## config.mk

```make
export PLATFORM = sky130hd
export DESIGN_NAME = mem_responder
export DESIGN_NICKNAME = d
export VERILOG_FILES = /design/src/rtl/mem_pkg.sv /design/src/rtl/mem_array.sv /design/src/rtl/mem_responder.sv
export SDC_FILE = /design/constraint.sdc
export NUM_CORES = 2
export LEC_CHECK = 0
export CAP_MARGIN = 10
export CORE_AREA = 2 2 667 536
export DETAILED_ROUTE_END_ITERATION = 8
export DIE_AREA = 0 0 669 538
export RECOVER_POWER = 50
export SYNTH_ARGS = -nofsm -noshare
export SYNTH_HDL_FRONTEND = slang
export SYNTH_SLANG_ARGS = --single-unit
```

## constraint.sdc

```tcl
create_clock -name clk -period 10.8 [get_ports clk]
set_clock_uncertainty 0.2 [all_clocks]
set_input_delay 1.62 -clock clk [delete_from_list [all_inputs] [get_ports clk]]
set_output_delay 1.62 -clock clk [all_outputs]
set_load 0.02 [all_outputs]
```

## src/rtl/mem_pkg.sv

```systemverilog
// mem_pkg: shared constants and types for the mem_responder slice.
//   WORD_W         data word width (16)
//   DEF_LATENCY    default request-to-ready latency in cycles
//   DEF_ADDR_BITS  default log2 of storage depth in words
//   CNT_W          width of the latency down-counter (covers LATENCY up to 15)
//   ST_*           FSM state encoding
//   req_t          latched request (op, address, store data)
package mem_pkg;

  localparam int WORD_W        = 16;
  localparam int DEF_LATENCY   = 2;
  localparam int DEF_ADDR_BITS = 8;
  localparam int CNT_W         = 4;

  localparam logic [1:0] ST_IDLE = 2'd0;
  localparam logic [1:0] ST_WAIT = 2'd1;
  localparam logic [1:0] ST_RESP = 2'd2;

  typedef struct packed {
    logic                 is_wr;
    logic [WORD_W-1:0]    addr;
    logic [WORD_W-1:0]    wdata;
  } req_t;

endpackage

```

## src/rtl/mem_array.sv

```systemverilog
// mem_array: 2^ADDR_BITS x WORD_W storage, synchronous write and synchronous
// read. Pure datapath; all enables come from the controller.
//   clk    clock, rising edge
//   we     write enable: mem[addr] <= wdata
//   re     read enable:  rdata <= mem[addr]
//   addr   word address
//   wdata  store data
//   rdata  registered read data, holds between reads
module mem_array
  import mem_pkg::*;
#(
  parameter int ADDR_BITS = DEF_ADDR_BITS
) (
  input  logic                 clk,
  input  logic                 we,
  input  logic                 re,
  input  logic [ADDR_BITS-1:0] addr,
  input  logic [WORD_W-1:0]    wdata,
  output logic [WORD_W-1:0]    rdata
);

  localparam int DEPTH = 1 << ADDR_BITS;

  logic [WORD_W-1:0] mem_q [DEPTH];
  logic [WORD_W-1:0] rdata_q;

  // Storage is intentionally not reset.
  always_ff @(posedge clk) begin
    if (we) begin
      mem_q[addr] <= wdata;
    end
    if (re) begin
      rdata_q <= mem_q[addr];
    end
  end

  assign rdata = rdata_q;

endmodule

```

## src/rtl/mem_responder.sv

```systemverilog
// mem_responder: fixed-latency memory responder for a pipeline load/store port.
// A request held on mem_read or mem_write is accepted in IDLE, waits out the
// programmed latency, then completes with a one-cycle mem_ready pulse.
//   clk         clock, rising edge
//   reset_n     asynchronous active-low reset
//   mem_read    read request, held until mem_ready
//   mem_write   write request, held until mem_ready
//   address     word address (upper bits beyond ADDR_BITS ignored)
//   write_data  store data
//   read_data   registered load data, 0 until the first read after reset
//   mem_ready   one-cycle completion pulse
//   mem_busy    high while a request is in flight
//   err         one-cycle pulse when read and write are requested together
//
// state | meaning
// IDLE  | sampling mem_read/mem_write for a new request
// WAIT  | request latched, counting down remaining latency
// RESP  | access performed on entry; mem_ready high this cycle
module mem_responder
  import mem_pkg::*;
#(
  parameter int LATENCY   = DEF_LATENCY,
  parameter int ADDR_BITS = DEF_ADDR_BITS
) (
  input  logic        clk,
  input  logic        reset_n,
  input  logic        mem_read,
  input  logic        mem_write,
  input  logic [15:0] address,
  input  logic [15:0] write_data,
  output logic [15:0] read_data,
  output logic        mem_ready,
  output logic        mem_busy,
  output logic        err
);

  localparam logic [CNT_W-1:0] CNT_INIT = CNT_W'(LATENCY - 1);

  logic [1:0]           state_q, state_d;
  logic [CNT_W-1:0]     cnt_q, cnt_d;
  req_t                 req_q, req_d;
  logic                 ready_q, ready_d;
  logic                 err_q, err_d;
  logic                 rd_valid_q, rd_valid_d;

  logic                 arr_we;
  logic                 arr_re;
  logic [WORD_W-1:0]    arr_rdata;

  always_comb begin
    state_d    = state_q;
    cnt_d      = cnt_q;
    req_d      = req_q;
    ready_d    = 1'b0;
    err_d      = 1'b0;
    rd_valid_d = rd_valid_q;
    arr_we     = 1'b0;
    arr_re     = 1'b0;

    case (state_q)
      ST_IDLE: begin
        if (mem_read && mem_write) begin
          err_d = 1'b1;
        end else if (mem_read || mem_write) begin
          req_d.is_wr = mem_write;
          req_d.addr  = address;
          req_d.wdata = write_data;
          cnt_d       = CNT_INIT;
          state_d     = (CNT_INIT == '0) ? ST_RESP : ST_WAIT;
        end
      end
      ST_WAIT: begin
        // Leave on the edge where the count reaches zero so that mem_ready
        // lands exactly LATENCY cycles after the request cycle.
        cnt_d = cnt_q - 1'b1;
        if (cnt_q <= CNT_W'(1)) begin
          cnt_d   = '0;
          state_d = ST_RESP;
        end
      end
      ST_RESP: begin
        state_d = ST_IDLE;
      end
      default: begin
        state_d = ST_IDLE;
        cnt_d   = '0;
      end
    endcase

    // The array access happens on the edge entering RESP. The array is fed
    // from req_d so a LATENCY=1 request coming straight from IDLE works too.
    // Enables are gated by reset_n so nothing commits while reset is held.
    if (state_d == ST_RESP && state_q != ST_RESP) begin
      ready_d = 1'b1;
      arr_we  = reset_n & req_d.is_wr;
      arr_re  = reset_n & ~req_d.is_wr;
      if (!req_d.is_wr) begin
        rd_valid_d = 1'b1;
      end
    end
  end

  always_ff @(posedge clk or negedge reset_n) begin
    if (!reset_n) begin
      state_q    <= ST_IDLE;
      cnt_q      <= '0;
      req_q      <= '0;
      ready_q    <= 1'b0;
      err_q      <= 1'b0;
      rd_valid_q <= 1'b0;
    end else begin
      state_q    <= state_d;
      cnt_q      <= cnt_d;
      req_q      <= req_d;
      ready_q    <= ready_d;
      err_q      <= err_d;
      rd_valid_q <= rd_valid_d;
    end
  end

  mem_array #(
    .ADDR_BITS (ADDR_BITS)
  ) u_mem_array (
    .clk   (clk),
    .we    (arr_we),
    .re    (arr_re),
    .addr  (req_d.addr[ADDR_BITS-1:0]),
    .wdata (req_d.wdata),
    .rdata (arr_rdata)
  );

  // The array read register is not reset; rd_valid masks it to zero until
  // the first read after reset completes.
  assign read_data = rd_valid_q ? arr_rdata : '0;
  assign mem_ready = ready_q;
  assign mem_busy  = (state_q != ST_IDLE);
  assign err       = err_q;

  generate
    if (ADDR_BITS < WORD_W) begin : g_unused_addr
      logic unused_addr_hi;
      assign unused_addr_hi = ^req_q.addr[WORD_W-1:ADDR_BITS];
    end
  endgenerate

endmodule
```

==> key figures <==
Outcome
  • Status: finished, violations left
  • Failing checks: capacitance limit, slew limit

Worst setup path
  • R2R depth: 12
  • Most frequent CP cell: clkbuf_1
  • Startpoint Class: input pin
  • Critical R2R Launch: state_q[0]
  • Crit path largest cell delay: 2.40 ns
  • Max FO, Critical Path: 95
  • Crit path buffers/inverters: 4
  • Crit path arrival time: 9.39 ns
  • Critical-path cell list: dlygate4sd3_1, xor2_2, clkbuf_1, nand2_1, clkbuf_1, mux2_1, clkbuf_2
  • Crit path max-delay family: buffers and inverters
  • Worst flop-to-flop path endpoint: u_mem_array.rdata[0]
  • Slowest-stage cell, CP: mux2_1
  • WP data required: between 10 and 15 ns
  • Critical Path End Type: register
  • CP Class: input pin to register
  • Reg2reg setup slack: 2.13 ns

Final layout
  • Layout Area Growth over Synthesis: 12.3%
  • Final nets: roughly 10k
  • Share of layout cells above drive strength 1: 12.9%
  • Storage element area: 124000 um2
  • Fill count: 28.5k
  • Final core occ: approximately half
  • Multi-input logic area: 34900 um2

Place
  • GP Congestion: 0.924
  • PortBufs: 46
  • Post-DP HPWL: 266 mm

Synth
  • Cell Area, Synth: roughly 160000 um2
  • Synth Register Bits: 4146
  • Yosys warns: 0
  • Synth unique cells: a little over 70
  • Avg Inst Size Synth: ~16 um2
  • Number of synthesized flops with an enable pin: 4112
  • Mux cell area share after synthesis: under 10%
  • Syn nets: 10.1k
  • Synth top area share: 76.2%
  • Adder-cell area share of the yosys netlist: less than 1%
  • Top cells by area, synth: edfxtp_1 76%, mux4_2 4.4%, nand2_1 4.2%
  • Sequential fraction of the synthesis area: 76.7%
  • Cell count after synthesis: approximately 10k
  • Post-Synth XOR/XNOR Area: 0.0154%
  • Compound-Gate Fraction of Synth Area: 7.25%
  • Area leader, netlist: edfxtp_1
  • Largest family of logic cells by synthesized area: simple AND/OR/NAND/NOR gates
  • Main synth FF type: edfxtp_1
  • Post-synthesis simple-gate area fraction: roughly 8.6%
  • Async S/R FF share, synth: less than 1%

Job
  • Max-Cap Viols: 26

Clocking
  • CTS tree: yes
  • Worst-Skew Late Latency: about 0.94 ns
  • Depth of the CTS H-tree: 5
  • Post-CTS Resized: 0
  • Total CTS buffers: 391
  • CTS Hold Bufs: 0
  • Setup Buffers After CTS: 0
  • # clock sinks: 4146
  • Longest Clk Path Bufs: 4
  • Clock Pin Slew Worst Setup and Hold Paths: 0.06 ns
  • Clk root buf: clkbuf_16

Detailed routing
  • Final wirelength: roughly 470 mm
  • DR vias: 94.8k
  • ANT nets after route: 0
  • Router iterations before antenna repair: 6
  • Initial DRC count: 13.0k
  • Via-to-Cell Ratio: 6.20
  • Wire per inst: 30.5 um
  • DRC Markers: 0

GRT
  • GR Util met3: between 6 and 7%
  • Total Routing Usage GR: 25.3%
  • Grt ovf: 0
  • GR Util met1: 37.4%
  • GRT busiest layer: met1
  • Vias in the first global route: 89.3k
  • Pin count of the biggest net entering global routing: 246
  • Antenna violations before repair: 28
  • M2 GR Usage: 36.9%
  • First-pass GRT wire length: ~660 mm

Pwr
  • Max rail drop VDD: about 0.38 mV
  • Net Sw Power: ~18 mW
  • Clock power frac: between 20% and 30%
  • Internal power: ~33 mW
  • Leakage: 58.6 nW
  • Combinational share of power: 32.3%
  • Part of the power in registers: 40.8%
  • PD cells: 281 nW/um2
  • Switching share of power: 35.8%

Worst hold path
  • Worst hold endpoint: mem_ready
  • Hold Crit Class: register to register
  • Worst hold path depth: 1
  • HP Start: cnt_q[3]

Timing
  • F_max: roughly 110 MHz
  • Fin Setup TNS: 0 ns
  • Hold Violations, Final: 0
  • Fin. max-slew vios: between 1.5k and 2k
  • Minimum clock period: between 9 and 10 ns
  • Headroom to the max-slew limit: -227%
  • Fin crit share: 85.1%
  • Unrepaired setup endpoints after global routing: no
  • Worst slew pin tran: 4.91 ns
  • # setup viols final: 0

Floorplanning
  • Die area: 360000 um2
  • Die X: 669 um
  • Core box area: around 350000 um2
  • Row count: 196
  • Top Ports: 55
  • Chip height: approximately 540 um
  • Initial cell density of the core: 45.7%
[power by group through the flow]
stage | Clock (mW) | Combinational, mW | Sequential [mW]
floorplan | 0 | 9.60 | 21.1
global placement | 0 | 16.0 | 20.9
detailed placement | 0 | 16.3 | 20.9
CTS | 13.9 | 16.4 | 20.6
global route | 14.5 | 17.4 | 20.9
finish | 13.8 | 16.5 | 20.8
[per-layer routing]
metal  part of all wire, %  vias to the layer above
li1                      -                    40016
met1                    42                    49153
met2                    44                     4830
met3                    11                      781
met4                   3.6                       14
met5                 0.023                        -
[placed cells by master (no fill, tap or decap), drive strengths merged, types with 18 or more instances in the layout]
cell type      netlist  final
edfxtp            4112   4112
nand2             1820   1820
and3               538    538
clkbuf             440    506
a211oi             478    478
buf                280    416
nand3              339    339
mux4               314    314
nor2               286    286
a31oi              271    271
a311oi             192    192
a22oi              164    164
clkinv               0    151
mux2i              148    148
o2111ai             76     76
a21oi               71     71
a22o                62     62
nand4               55     55
o21ai               53     53
bufinv               0     45
o41ai               43     43
dfrtp               34     34
a221oi              32     32
o22ai               31     31
clkdlybuf4s50        0     26
inv                 14     24
dlygate4sd3          0     19
and2                19     19
mux2                18     18
[per-stage QoR]
step                      hold slack [ns]  cells  total power, mW  cell area, um2  setup WS, ns
after detailed placement            0.297  14563             37.3          170000          2.55
final                               0.323  15278             51.1          182000          1.61
after global routing                0.360  15271             52.7          182000          1.24
after CTS                           0.320  15267             50.9          182000          3.03
after global placement              0.296  14563             36.9          170000          2.63
after floorplan                     0.264  10054             30.7          162000          5.42
[state kept, by name (all words and copies together), names as in the netlist]
signal and flops:
req_q 25, mem_ready 1, u_mem_array.mem_q 4096, rd_valid_q 1, cnt_q 4, u_mem_array.rdata 16
state_q 2, err 1
[worst max path at each step]
stage,from,cells past startpoint,slack (ns),to
2_1_floorplan,mem_read,13,5.42,u_mem_array.mem_q[219][0]
3_3_place_gp,mem_write,12,2.63,u_mem_array.rdata[0]
3_5_place_dp,mem_write,12,2.55,u_mem_array.rdata[0]
4_1_cts,state_q[0],12,3.03,u_mem_array.rdata[6]
5_1_grt,mem_write,7,1.24,u_mem_array.mem_q[249][8]
6_report,mem_write,7,1.61,u_mem_array.mem_q[239][8]
[worst reg2reg max path: stages (launching register included)]
cell and delay, ns:
dfrtp_1 0.42, nor2_1 1.27, inv_1 0.79, o21ai_0 1.02
and2_2 0.56, buf_4 0.45, inv_4 0.14, nand3_1 0.75
a211oi_1 0.24, a22oi_1 0.66, and4b_1 0.90, nand4_1 0.47
or4_1 0.55
[cell families after synthesis]
logic type / after synthesis
buffers and inverters: 734
AO/OA/AOI/OAI: 1568
AND/OR/NAND/NOR: 3122
adder cells (fa/ha/maj): 2
multiplexers: 480
XOR/XNOR: 2
flip-flops: 4146
[synthesized netlist by cell type, drive strengths merged (16+ instances only)]
cell and count:
a22o 62, nand3 339, o2111ai 76, or4 16
mux2 18, a31oi 271, mux4 314, nand2 1820
a21oi 71, mux2i 148, a211oi 478, buf 280
clkbuf 440, edfxtp 4112, a32o 17, nand4 55
dfrtp 34, o21ai 53, and3 538, nor2 286
a22oi 164, a311oi 192, o22ai 31, o41ai 43
a221oi 32, and2 19
[cell type report]
cell class	instances	area share, %
diodes	10	0.0138
repair buffers	478	2.22
clock buffers	489	5.70
inverters	14	0.0530
flip-flops and latches	4146	68.4
clock inverters	215	1.22
multi-input cells	5174	19.2
well taps	4752	3.27
(Power assumes the default switching activity.)
